==> config.mk <==
export PLATFORM = sky130hd
export DESIGN_NAME = jogo_memoria_controle_param
export DESIGN_NICKNAME = d
export VERILOG_FILES = /design/src/rtl/jogo_pkg.sv /design/src/rtl/jogo_memoria_controle_param_timer.sv /design/src/rtl/jogo_memoria_controle_param.sv
export SDC_FILE = /design/constraint.sdc
export NUM_CORES = 1
export LEC_CHECK = 0
export ABC_CLOCK_PERIOD_IN_PS = 4900
export CORE_UTILIZATION = 61
export DETAILED_ROUTE_END_ITERATION = 10
export PLACE_DENSITY = 0.86
export SLEW_MARGIN = 15
export SYNTH_ARGS = -nofsm -noshare
export SYNTH_HDL_FRONTEND = slang
export SYNTH_HIERARCHICAL = 1
export SYNTH_SLANG_ARGS = --single-unit
==> constraint.sdc <==
create_clock -name clock -period 4.9 [get_ports clock]
set_input_delay 0.98 -clock clock [delete_from_list [all_inputs] [get_ports clock]]
set_output_delay 0.98 -clock clock [all_outputs]
set_load 0.02 [all_outputs]
==> src/rtl/jogo_pkg.sv <==
// Shared definitions for the sequence-memory game control unit.
//   estado_t       : FSM state codes (also exported on db_estado)
//   *_PADRAO       : default timing / lives constants
//   largura()      : counter width for a modulo-N counter, never below 1 bit
package jogo_pkg;

  typedef enum logic [4:0] {
    ST_INICIAL        = 5'd0,
    ST_INICIALIZA     = 5'd1,
    ST_INICIO_RODADA  = 5'd2,
    ST_MOSTRA         = 5'd3,
    ST_ESPERA_MOSTRA  = 5'd4,
    ST_APAGA_MOSTRA   = 5'd5,
    ST_MOSTRA_PROXIMO = 5'd6,
    ST_INICIO_JOGADA  = 5'd7,
    ST_ESPERA_JOGADA  = 5'd8,
    ST_REGISTRA       = 5'd9,
    ST_COMPARA        = 5'd10,
    ST_PROXIMA_JOGADA = 5'd11,
    ST_ESPERA_ESCRITA = 5'd12,
    ST_ESCREVE        = 5'd13,
    ST_PROXIMA_RODADA = 5'd14,
    ST_PERDE_VIDA     = 5'd15,
    ST_ACERTOU        = 5'd16,
    ST_ERROU          = 5'd17,
    ST_TIMEOUT        = 5'd18
  } estado_t;

  localparam int SHOW_ON_PADRAO  = 1000;
  localparam int SHOW_OFF_PADRAO = 500;
  localparam int TIMEOUT_PADRAO  = 5000;
  localparam int LIVES_PADRAO    = 3;

  function automatic int largura(input int n);
    return (n > 1) ? $clog2(n) : 1;
  endfunction

endpackage

==> src/rtl/jogo_memoria_controle_param_timer.sv <==
// contador_timer: free-running up counter with synchronous clear.
//   i_clk, i_rst_n : clock, asynchronous active-low reset
//   i_zera         : clear count (wins over i_conta)
//   i_conta        : increment count
//   o_count        : current count
//   o_fim          : count == N-1
module contador_timer
  import jogo_pkg::*;
#(
  parameter int N = 4
) (
  input  logic                  i_clk,
  input  logic                  i_rst_n,
  input  logic                  i_zera,
  input  logic                  i_conta,
  output logic [largura(N)-1:0] o_count,
  output logic                  o_fim
);

  localparam int CW = largura(N);

  logic [CW-1:0] r_count;

  always_ff @(posedge i_clk or negedge i_rst_n) begin
    if (!i_rst_n) begin
      r_count <= '0;
    end else if (i_zera) begin
      r_count <= '0;
    end else if (i_conta) begin
      r_count <= r_count + CW'(1);
    end
  end

  assign o_count = r_count;
  assign o_fim   = (r_count == CW'(N - 1));

endmodule

==> src/rtl/jogo_memoria_controle_param.sv <==
// jogo_memoria_controle_param: control unit of the Simon-style memory game.
// Shows a growing sequence from RAM, waits for the player to repeat it, and
// optionally lets the player append one item per round (modo=1). A miss
// (wrong press or timeout) costs one life and replays the current round.
//   clock, reset       : rising-edge clock, asynchronous active-low reset
//   iniciar            : start / restart (only honoured in INICIAL and terminal states)
//   jogada_feita       : one-cycle press pulse; jogada_correta : comparator result
//   nivel_jogadas      : selects last round DEPTH/2-1 or DEPTH-1
//   nivel_tempo        : selects answer timeout TIMEOUT or TIMEOUT/2
//   modo               : 0 fixed sequence, 1 player extends sequence
//   endereco, rodada   : RAM address and current round
//   zeraR, registraR   : button register control; escreveM : RAM write strobe
//   ativa_leds, vez_jogador, ganhou, perdeu, pronto, db_timeout : status
//   vidas              : lives remaining; db_estado : state code
module jogo_memoria_controle_param
  import jogo_pkg::*;
#(
  parameter int ADDR_W   = 4,
  parameter int SHOW_ON  = SHOW_ON_PADRAO,
  parameter int SHOW_OFF = SHOW_OFF_PADRAO,
  parameter int TIMEOUT  = TIMEOUT_PADRAO,
  parameter int LIVES    = LIVES_PADRAO
) (
  input  logic                         clock,
  input  logic                         reset,
  input  logic                         iniciar,
  input  logic                         jogada_feita,
  input  logic                         jogada_correta,
  input  logic                         nivel_jogadas,
  input  logic                         nivel_tempo,
  input  logic                         modo,
  output logic [ADDR_W-1:0]            endereco,
  output logic [ADDR_W-1:0]            rodada,
  output logic                         zeraR,
  output logic                         registraR,
  output logic                         escreveM,
  output logic                         ativa_leds,
  output logic                         vez_jogador,
  output logic                         ganhou,
  output logic                         perdeu,
  output logic                         pronto,
  output logic                         db_timeout,
  output logic [$clog2(LIVES+1)-1:0]   vidas,
  output logic [4:0]                   db_estado
);

  localparam int DEPTH  = 2 ** ADDR_W;
  localparam int LW     = $clog2(LIVES + 1);
  localparam int SHOW_N = (SHOW_ON > SHOW_OFF) ? SHOW_ON : SHOW_OFF;
  localparam int SW     = largura(SHOW_N);
  localparam int TW     = largura(TIMEOUT);

  localparam logic [SW-1:0]     SHOW_ON_FIM  = SW'(SHOW_ON - 1);
  localparam logic [SW-1:0]     SHOW_OFF_FIM = SW'(SHOW_OFF - 1);
  localparam logic [TW-1:0]     TMO_MEIO_FIM = TW'(TIMEOUT / 2 - 1);
  localparam logic [ADDR_W-1:0] ULTIMA_CURTA = ADDR_W'(DEPTH / 2 - 1);
  localparam logic [ADDR_W-1:0] ULTIMA_LONGA = ADDR_W'(DEPTH - 1);
  localparam logic [LW-1:0]     VIDAS_INI    = LW'(LIVES);

  estado_t           r_estado;
  estado_t           w_prox;
  logic [ADDR_W-1:0] r_endereco;
  logic [ADDR_W-1:0] r_rodada;
  logic [LW-1:0]     r_vidas;
  logic              r_modo;
  logic              r_por_timeout;

  logic [SW-1:0]     w_show_cnt;
  logic              w_show_fim;
  logic              w_show_zera;
  logic              w_show_conta;
  logic              w_fim_on;
  logic              w_fim_off;

  logic [TW-1:0]     w_tmo_cnt;
  logic              w_tmo_fim;
  logic              w_tmo_zera;
  logic              w_tmo_conta;
  logic              w_tempo_esgotado;

  logic [ADDR_W-1:0] w_ultima;

  // One shared timer serves both the lit and the blank phase; the shared
  // terminal flag is reused when a phase uses the full timer length.
  assign w_fim_on  = (SHOW_ON  == SHOW_N) ? w_show_fim : (w_show_cnt == SHOW_ON_FIM);
  assign w_fim_off = (SHOW_OFF == SHOW_N) ? w_show_fim : (w_show_cnt == SHOW_OFF_FIM);

  // Cleared on entry to MOSTRA and again at the lit->blank boundary.
  assign w_show_zera  = (r_estado == ST_MOSTRA) ||
                        ((r_estado == ST_ESPERA_MOSTRA) && w_fim_on);
  assign w_show_conta = (r_estado == ST_ESPERA_MOSTRA) || (r_estado == ST_APAGA_MOSTRA);

  // COMPARA clears the timer so ESPERA_ESCRITA starts from zero.
  assign w_tmo_zera  = (r_estado == ST_INICIALIZA)     || (r_estado == ST_INICIO_JOGADA) ||
                       (r_estado == ST_PROXIMA_JOGADA) || (r_estado == ST_COMPARA);
  assign w_tmo_conta = (r_estado == ST_ESPERA_JOGADA)  || (r_estado == ST_ESPERA_ESCRITA);

  assign w_tempo_esgotado = nivel_tempo ? (w_tmo_cnt == TMO_MEIO_FIM) : w_tmo_fim;
  assign w_ultima         = nivel_jogadas ? ULTIMA_LONGA : ULTIMA_CURTA;

  contador_timer #(.N(SHOW_N)) u_timer_mostra (
    .i_clk   (clock),
    .i_rst_n (reset),
    .i_zera  (w_show_zera),
    .i_conta (w_show_conta),
    .o_count (w_show_cnt),
    .o_fim   (w_show_fim)
  );

  contador_timer #(.N(TIMEOUT)) u_timer_resposta (
    .i_clk   (clock),
    .i_rst_n (reset),
    .i_zera  (w_tmo_zera),
    .i_conta (w_tmo_conta),
    .o_count (w_tmo_cnt),
    .o_fim   (w_tmo_fim)
  );

  always_ff @(posedge clock or negedge reset) begin
    if (!reset) begin
      r_estado <= ST_INICIAL;
    end else begin
      r_estado <= w_prox;
    end
  end

  always_comb begin
    w_prox      = r_estado;
    zeraR       = 1'b0;
    registraR   = 1'b0;
    escreveM    = 1'b0;
    ativa_leds  = 1'b0;
    vez_jogador = 1'b0;
    ganhou      = 1'b0;
    perdeu      = 1'b0;
    pronto      = 1'b0;
    db_timeout  = 1'b0;
    case (r_estado)
      ST_INICIAL: begin
        zeraR = 1'b1;
        if (iniciar) w_prox = ST_INICIALIZA;
      end
      ST_INICIALIZA: begin
        zeraR  = 1'b1;
        w_prox = ST_INICIO_RODADA;
      end
      ST_INICIO_RODADA:  w_prox = ST_MOSTRA;
      ST_MOSTRA:         w_prox = ST_ESPERA_MOSTRA;
      ST_ESPERA_MOSTRA: begin
        ativa_leds = 1'b1;
        if (w_fim_on) begin
          w_prox = (r_endereco == r_rodada) ? ST_INICIO_JOGADA : ST_APAGA_MOSTRA;
        end
      end
      ST_APAGA_MOSTRA: begin
        if (w_fim_off) w_prox = ST_MOSTRA_PROXIMO;
      end
      ST_MOSTRA_PROXIMO: w_prox = ST_MOSTRA;
      ST_INICIO_JOGADA:  w_prox = ST_ESPERA_JOGADA;
      ST_ESPERA_JOGADA: begin
        vez_jogador = 1'b1;
        // Timeout wins over a press arriving in the same cycle.
        if (w_tempo_esgotado)  w_prox = ST_PERDE_VIDA;
        else if (jogada_feita) w_prox = ST_REGISTRA;
      end
      ST_REGISTRA: begin
        registraR = 1'b1;
        w_prox    = ST_COMPARA;
      end
      ST_COMPARA: begin
        if (!jogada_correta)              w_prox = ST_PERDE_VIDA;
        else if (r_endereco < r_rodada)   w_prox = ST_PROXIMA_JOGADA;
        else if (r_rodada == w_ultima)    w_prox = ST_ACERTOU;
        else if (r_modo)                  w_prox = ST_ESPERA_ESCRITA;
        else                              w_prox = ST_PROXIMA_RODADA;
      end
      ST_PROXIMA_JOGADA: w_prox = ST_ESPERA_JOGADA;
      ST_ESPERA_ESCRITA: begin
        vez_jogador = 1'b1;
        if (w_tempo_esgotado)  w_prox = ST_PERDE_VIDA;
        else if (jogada_feita) w_prox = ST_ESCREVE;
      end
      ST_ESCREVE: begin
        registraR = 1'b1;
        escreveM  = 1'b1;
        w_prox    = ST_PROXIMA_RODADA;
      end
      ST_PROXIMA_RODADA: w_prox = ST_INICIO_RODADA;
      ST_PERDE_VIDA: begin
        // The decrement lands on this same edge, so one life left means game over.
        if (r_vidas <= LW'(1)) w_prox = r_por_timeout ? ST_TIMEOUT : ST_ERROU;
        else                   w_prox = ST_INICIO_RODADA;
      end
      ST_ACERTOU: begin
        ganhou = 1'b1;
        pronto = 1'b1;
        if (iniciar) w_prox = ST_INICIALIZA;
      end
      ST_ERROU: begin
        perdeu = 1'b1;
        pronto = 1'b1;
        if (iniciar) w_prox = ST_INICIALIZA;
      end
      ST_TIMEOUT: begin
        perdeu     = 1'b1;
        pronto     = 1'b1;
        db_timeout = 1'b1;
        if (iniciar) w_prox = ST_INICIALIZA;
      end
      default: w_prox = ST_INICIAL;
    endcase
  end

  // Address, round, lives and miss-cause registers, updated by the action of
  // the state being left.
  always_ff @(posedge clock or negedge reset) begin
    if (!reset) begin
      r_endereco    <= '0;
      r_rodada      <= '0;
      r_vidas       <= VIDAS_INI;
      r_modo        <= 1'b0;
      r_por_timeout <= 1'b0;
    end else begin
      case (r_estado)
        ST_INICIALIZA: begin
          r_rodada      <= '0;
          r_vidas       <= VIDAS_INI;
          r_modo        <= modo;
          r_por_timeout <= 1'b0;
        end
        ST_INICIO_RODADA, ST_INICIO_JOGADA: r_endereco <= '0;
        ST_MOSTRA_PROXIMO, ST_PROXIMA_JOGADA: r_endereco <= r_endereco + ADDR_W'(1);
        ST_ESPERA_JOGADA, ST_ESPERA_ESCRITA: begin
          if (w_tempo_esgotado) r_por_timeout <= 1'b1;
        end
        ST_COMPARA: begin
          r_por_timeout <= 1'b0;
          // The appended item goes right after the last one just repeated.
          if (w_prox == ST_ESPERA_ESCRITA) r_endereco <= r_rodada + ADDR_W'(1);
        end
        ST_PROXIMA_RODADA: r_rodada <= r_rodada + ADDR_W'(1);
        ST_PERDE_VIDA: begin
          if (r_vidas != '0) r_vidas <= r_vidas - LW'(1);
        end
        default: ;
      endcase
    end
  end

  assign endereco  = r_endereco;
  assign rodada    = r_rodada;
  assign vidas     = r_vidas;
  assign db_estado = r_estado;

endmodule

== Word-level counts from Yosys, hierarchy flattened ==
Index checks and enable logic that the tools add are counted.

* Flip-flop bits (word level): 40
* Bits of input ports: 8
* Word-level logic and storage cells: 110

* $add $sub $neg: 5
* $lt $le $gt $ge: 2
* Equality and inequality tests: 28
* Multiplexer cells: 37
* Reduce and logical (&&, ||, !) cells: 30

{| class="wikitable"
|+ Operator list
! kind !! count
|-
| one-hot mux 5 bit (13 select lines) || 1
|-
| two-way mux 5 bit || 11
|-
| == test 5 x 4 -> 1 bit, second input constant || 9
|-
| two-way mux 13 bit || 2
|-
| == test 5 x 3 -> 1 bit, second input constant || 4
|-
| two-way mux 10 bit || 2
|-
| OR reduction 2 bit || 10
|-
| == test 5 bit, second input constant || 3
|-
| adder 13 x 1 -> 13 bit, second input constant || 1
|-
| == test 13 x 12 -> 1 bit, second input constant || 1
|-
| == test 13 bit, second input constant || 1
|-
| one-hot mux 4 bit (3 select lines) || 1
|-
| nonzero test 2 bit || 6
|-
| two-way mux 1 bit || 11
|-
| adder 10 x 1 -> 10 bit, second input constant || 1
|-
| == test 10 bit, second input constant || 1
|-
| == test 10 x 9 -> 1 bit, second input constant || 1
|-
| == test 5 x 2 -> 1 bit, second input constant || 2
|-
| adder 4 x 1 -> 4 bit, second input constant || 2
|-
| == test 4 bit || 2
|-
| two-way mux 2 bit || 4
|-
| two-way mux 4 bit || 2
|-
| one-hot mux 4 bit (2 select lines) || 1
|-
| logical OR 1 bit || 6
|-
| other kinds (14) || 17
|}

== Logic depth before layout (Yosys ltp) ==
* Word-level depth: 9
* Mapped depth: 9
* Depth with buffers taken out: 8

== Hierarchy ==
Netlist, hierarchy kept.

{| class="wikitable"
|+ Modules (own cells, without submodules)
! module !! times used !! cells each !! area each (um2)
|-
| jogo_memoria_controle_param || 1 || 177 || 1537.7
|-
| contador_timer at u_timer_resposta || 1 || 70 || 680.7
|-
| contador_timer at u_timer_mostra || 1 || 51 || 526.8
|}

== Worst setup path before layout ==
No wires, ideal clock.

* Kind: register to output
* From: reg r_estado[1], in the netlist db_estado[1]
* To: out zeraR
* Arrival time: 1.582 ns
* Data required time: 3.920 ns
* Slack: 2.338 ns
* Stages on the path, launching flop included: 4
* Path buffers: 2
* Path through: dfrtp_1 -> buf_2 -> buf_2 -> nor4_1

* Longest elaborated chain between the ends: 3
* Elaborated cells on any way between the ends: 4

{| class="wikitable"
|+ RTL lines
! what !! RTL line !! RTL
|-
| start: declaration || jogo_memoria_controle_param.sv:60 || <nowiki>estado_t r_estado;</nowiki>
|-
| start signal: assignment || jogo_memoria_controle_param.sv:123 || <nowiki>r_estado <= w_prox;</nowiki>
|-
| == test 5 x 1 -> 1 bit / logical NOT 5 bit (equally long branches) || jogo_memoria_controle_param.sv:138 || <nowiki>case (r_estado)</nowiki>
|-
| OR reduction 2 bit (no line) * || n/a ||
|-
| two-way mux 1 bit * || jogo_memoria_controle_param.sv:138 ||
|-
| end: declaration || jogo_memoria_controle_param.sv:34 || <nowiki>output logic zeraR,</nowiki>
|}

Every way passes the cells marked *; elsewhere a longest branch is shown, timed or not.

== Worst setup path after layout ==
* From: reg r_estado[1], in the netlist db_estado[1]
* To: out vez_jogador

* Longest elaborated chain between the ends: 3
* Elaborated cells on any way between the ends: 4

{| class="wikitable"
|+ RTL lines
! what !! RTL line !! RTL
|-
| == test 5 x 4 -> 1 bit || jogo_memoria_controle_param.sv:138 ||
|-
| OR reduction 2 bit (no line) * || n/a ||
|-
| two-way mux 1 bit * || jogo_memoria_controle_param.sv:138 ||
|-
| end: declaration || jogo_memoria_controle_param.sv:38 || <nowiki>output logic vez_jogador,</nowiki>
|}

Marked as above.

==> impl_metrics.env <==
export IMPL_rows=24
export IMPL_synth_cells=298
export IMPL_synth_cell_type_count=64
export IMPL_dp_final_hpwl_mm=4.52
export IMPL_routedWlPerCell_um=17.2
export IMPL_p_leak_nw=1.30
export IMPL_syn_num_nets=316
export IMPL_hold_path_startpoint="vidas[0]"
export IMPL_clockBufferDepth=2
export IMPL_grt_pass1_wl_mm=10.6
export IMPL_initial_utilization=0.630
export IMPL_critPathArrivalTime_ns=2.38
export IMPL_rsz0062_at_grt="false"
export IMPL_postCtsHoldBufs=0
export IMPL_crit_type="reg -> out"
export IMPL_slew_violations=0
export IMPL_cts_tree="yes"
export IMPL_comb_power_share=0.456
export IMPL_path_delay_family="simple AND/OR/NAND/NOR gates"
export IMPL_netlist_area_um2=2750
export IMPL_hold_path_class="reg -> reg"
export IMPL_area_growth_pct=15.5
export IMPL_r2r_end="u_timer_mostra/o_count[9]"
export IMPL_min_period_ns=3.36
export IMPL_drtIter0Drc=243
export IMPL_fin_ws_ns=1.54
export IMPL_antenna_found_initial=0
export IMPL_crit_cells=3
export IMPL_ant_nets=0
export IMPL_p_int_w=0.000856
export IMPL_timing_rr_start="u_timer_mostra/o_count[0]"
export IMPL_final_period_utilization=0.685
export IMPL_synth_main_ff_cell="dfrtp_1"
export IMPL_worst_path_max_delay_cell="clkdlybuf4s50_1"
export IMPL_clkPwrFrac=0.187
export IMPL_layout_drive_gt1_share=0.119
export IMPL_worst_pin_slew_ns=0.966
export IMPL_switching_share=0.439
export IMPL_gp_congestion=0.946
export IMPL_hold_viol_final=0
export IMPL_cp_end_kind="primary output"
export IMPL_r2r_setup_slack_ns=2.27
export IMPL_setup_worst_path_start="db_estado[1]"
export IMPL_skew_ns=0.00546
export IMPL_antennaDiodeCount=0
export IMPL_drt_first_pass_iters=5
export IMPL_crit_end="vez_jogador"
export IMPL_nets=344
export IMPL_htreeDepth=2
export IMPL_path_max_fanout=21
export IMPL_clkTransAtPathRegs_ns=0.08
export IMPL_vias_per_cell=6.52
export IMPL_grt_max_degree=41
export IMPL_cts_buffers=5
export IMPL_powerDensity_nw_per_um2=481
export IMPL_async_flop_share=1.00
export IMPL_dieWidth_um=69.1
export IMPL_wl_mm=6.51
export IMPL_cp_data_required_time_ns=3.92
export IMPL_grt_use_total=0.275
export IMPL_synth_avg_cell_area_um2=9.21
export IMPL_core_um2=4350
export IMPL_ctsResizeCount=0
export IMPL_start_kind="register"
export IMPL_fmax_mhz=298
export IMPL_insertion_delay_ns=0.30
export IMPL_setup_viol=0
export IMPL_io_pins=32
export IMPL_maxCapViolCount=0
export IMPL_cpPeakStageDelay_ns=0.69
export IMPL_clock_sinks=40
export IMPL_overflow=0
export IMPL_synth_edf_count=0
export IMPL_path_cells="nor2_1 -> and3_1 -> clkdlybuf4s50_1"
export IMPL_p_sw_w=0.000671
export IMPL_slew_headroom=0.353
export IMPL_ir_drop_v=0.000353
export IMPL_die_y_um=69.1
export IMPL_fin_setup_tns_ns=0
export IMPL_ys_warn_count=6
export IMPL_crit_buf_inv=1
export IMPL_power_frac_seq=0.358
export IMPL_post_route_util=0.728
export IMPL_seq_area_frac_synth=0.366
export IMPL_ys_ff_latch=40
export IMPL_drc_errors=0
export IMPL_vias=2470
export IMPL_worstRegToRegCells=9
export IMPL_cts_root_buf="clkbuf_8"
export IMPL_port_buffers=31
export IMPL_grt_pass1_vias=2180
export IMPL_dp_slack_ns=1.90
export IMPL_status="finished, final reports clean"
export IMPL_post_cts_buffers=0
export IMPL_die_area_um2=4770
worst min path at each step:
stage,endpoint,depth (start not counted)
2_1_floorplan,u_timer_mostra/o_count[9],2
3_3_place_gp,vidas[0],1
3_5_place_dp,vidas[0],1
4_1_cts,vidas[0],1
5_1_grt,vidas[0],1
6_report,vidas[0],1
per-stage QoR:
step / hold WS (ns) / power, W / area [µm²] / std cells
after floorplan: 0.530 / 0.00102 / 2750 / 298
after detailed placement: 0.534 / 0.00123 / 3060 / 371
after CTS: 0.554 / 0.00152 / 3170 / 379
after global placement: 0.530 / 0.00121 / 3060 / 371
final: 0.556 / 0.00153 / 3170 / 379
after global routing: 0.585 / 0.00161 / 3170 / 379
synthesized netlist by cell type, drive strengths merged (2+ instances only):
| cell type | number | area (µm²) |
|---|---|---|
| a211oi | 2 | 15.0 |
| a21oi | 23 | 115 |
| a22o | 3 | 26.3 |
| a32oi | 3 | 26.3 |
| and3 | 4 | 25.0 |
| and4b | 2 | 20.0 |
| buf | 9 | 63.8 |
| clkbuf | 3 | 11.3 |
| dfrtp | 38 | 951 |
| dfstp | 2 | 52.6 |
| ha | 10 | 125 |
| inv | 16 | 60.1 |
| mux2 | 6 | 71.3 |
| mux2i | 2 | 20.0 |
| nand2 | 21 | 78.8 |
| nand2b | 4 | 25.0 |
| nand3 | 13 | 75.1 |
| nand3b | 4 | 42.5 |
| nand4 | 10 | 81.3 |
| nor2 | 26 | 119 |
| nor2b | 6 | 42.5 |
| nor3 | 8 | 40.0 |
| nor4 | 5 | 31.3 |
| nor4bb | 2 | 20.0 |
| o211ai | 6 | 58.8 |
| o21ai | 15 | 86.3 |
| o221ai | 2 | 17.5 |
| o22ai | 3 | 18.8 |
| o31ai | 7 | 52.6 |
| or2 | 2 | 12.5 |
| or3 | 5 | 31.3 |
| or4 | 9 | 67.6 |
| xnor2 | 6 | 52.6 |
| xor2 | 5 | 43.8 |
final cells by class:
cell class                 instances  area (µm²)
multi-input combinational        230        1610
fill                             345        1180
sequential                        40        1000
timing repair buffer              33         320
clock buffer                       5        68.8
tap                               52        65.1
inverter                          16        60.1
clock inverter                     3        46.3
cells in the final DEF, fill, tap and decap left out, types with 7 or more instances in the layout:
master / Yosys / final
or4_1: 9 / 9
nand4_1: 7 / 7
a21oi_1: 23 / 23
clkdlybuf4s50_1: 0 / 30
nor3_1: 8 / 8
nor2_1: 23 / 23
ha_1: 10 / 10
dfrtp_1: 38 / 38
nand3_1: 11 / 11
nand2_1: 21 / 21
o21ai_0: 10 / 10
inv_1: 15 / 15
o31ai_1: 7 / 7
registers in the layout, indices dropped and copies added, names as in the netlist:
register	count
vidas	2
endereco	4
db_estado	5
rodada	4
r_modo	1
u_timer_resposta/o_count	13
r_por_timeout	1
u_timer_mostra/o_count	10
worst register-to-register path, stage by stage, from the launching register on:
cell      delay (ns)
dfrtp_1         0.45
ha_1            0.22
nand2_1         0.13
nor3_1          0.46
a31oi_1         0.15
nor3_1          0.17
buf_4           0.23
o211ai_4        0.15
or4_1           0.43
a21oi_1         0.18
cells by family after synthesis:
kind of cell               after synthesis  share of synthesized area
AOI/OAI and AO/OA                       74                      0.187
xor gates and xnor gates                11                     0.0351
adders and majority gates               10                     0.0456
buffers and inverters                   28                     0.0492
DFF                                     40                      0.366
muxes                                    8                     0.0333
and+or+nand+nor                        127                      0.284
power groups by stage:
stage | clock, W | sequential, W | combinational (W)
CTS | 0.000290 | 0.000542 | 0.000687
global route | 0.000301 | 0.000562 | 0.000752
floorplan | 0 | 0.000508 | 0.000512
detailed placement | 0 | 0.000547 | 0.000682
global placement | 0 | 0.000544 | 0.000668
finish | 0.000285 | 0.000546 | 0.000695
metal layers:
layer  part of all wire  track usage  up-vias
met2               0.46        0.419      106
met3              0.074       0.0673        6
met4             0.0092       0.0816        0
met1               0.46        0.387     1193
li1                   -            -     1165
met5                  0            0        -
(Power assumes the default switching activity.)
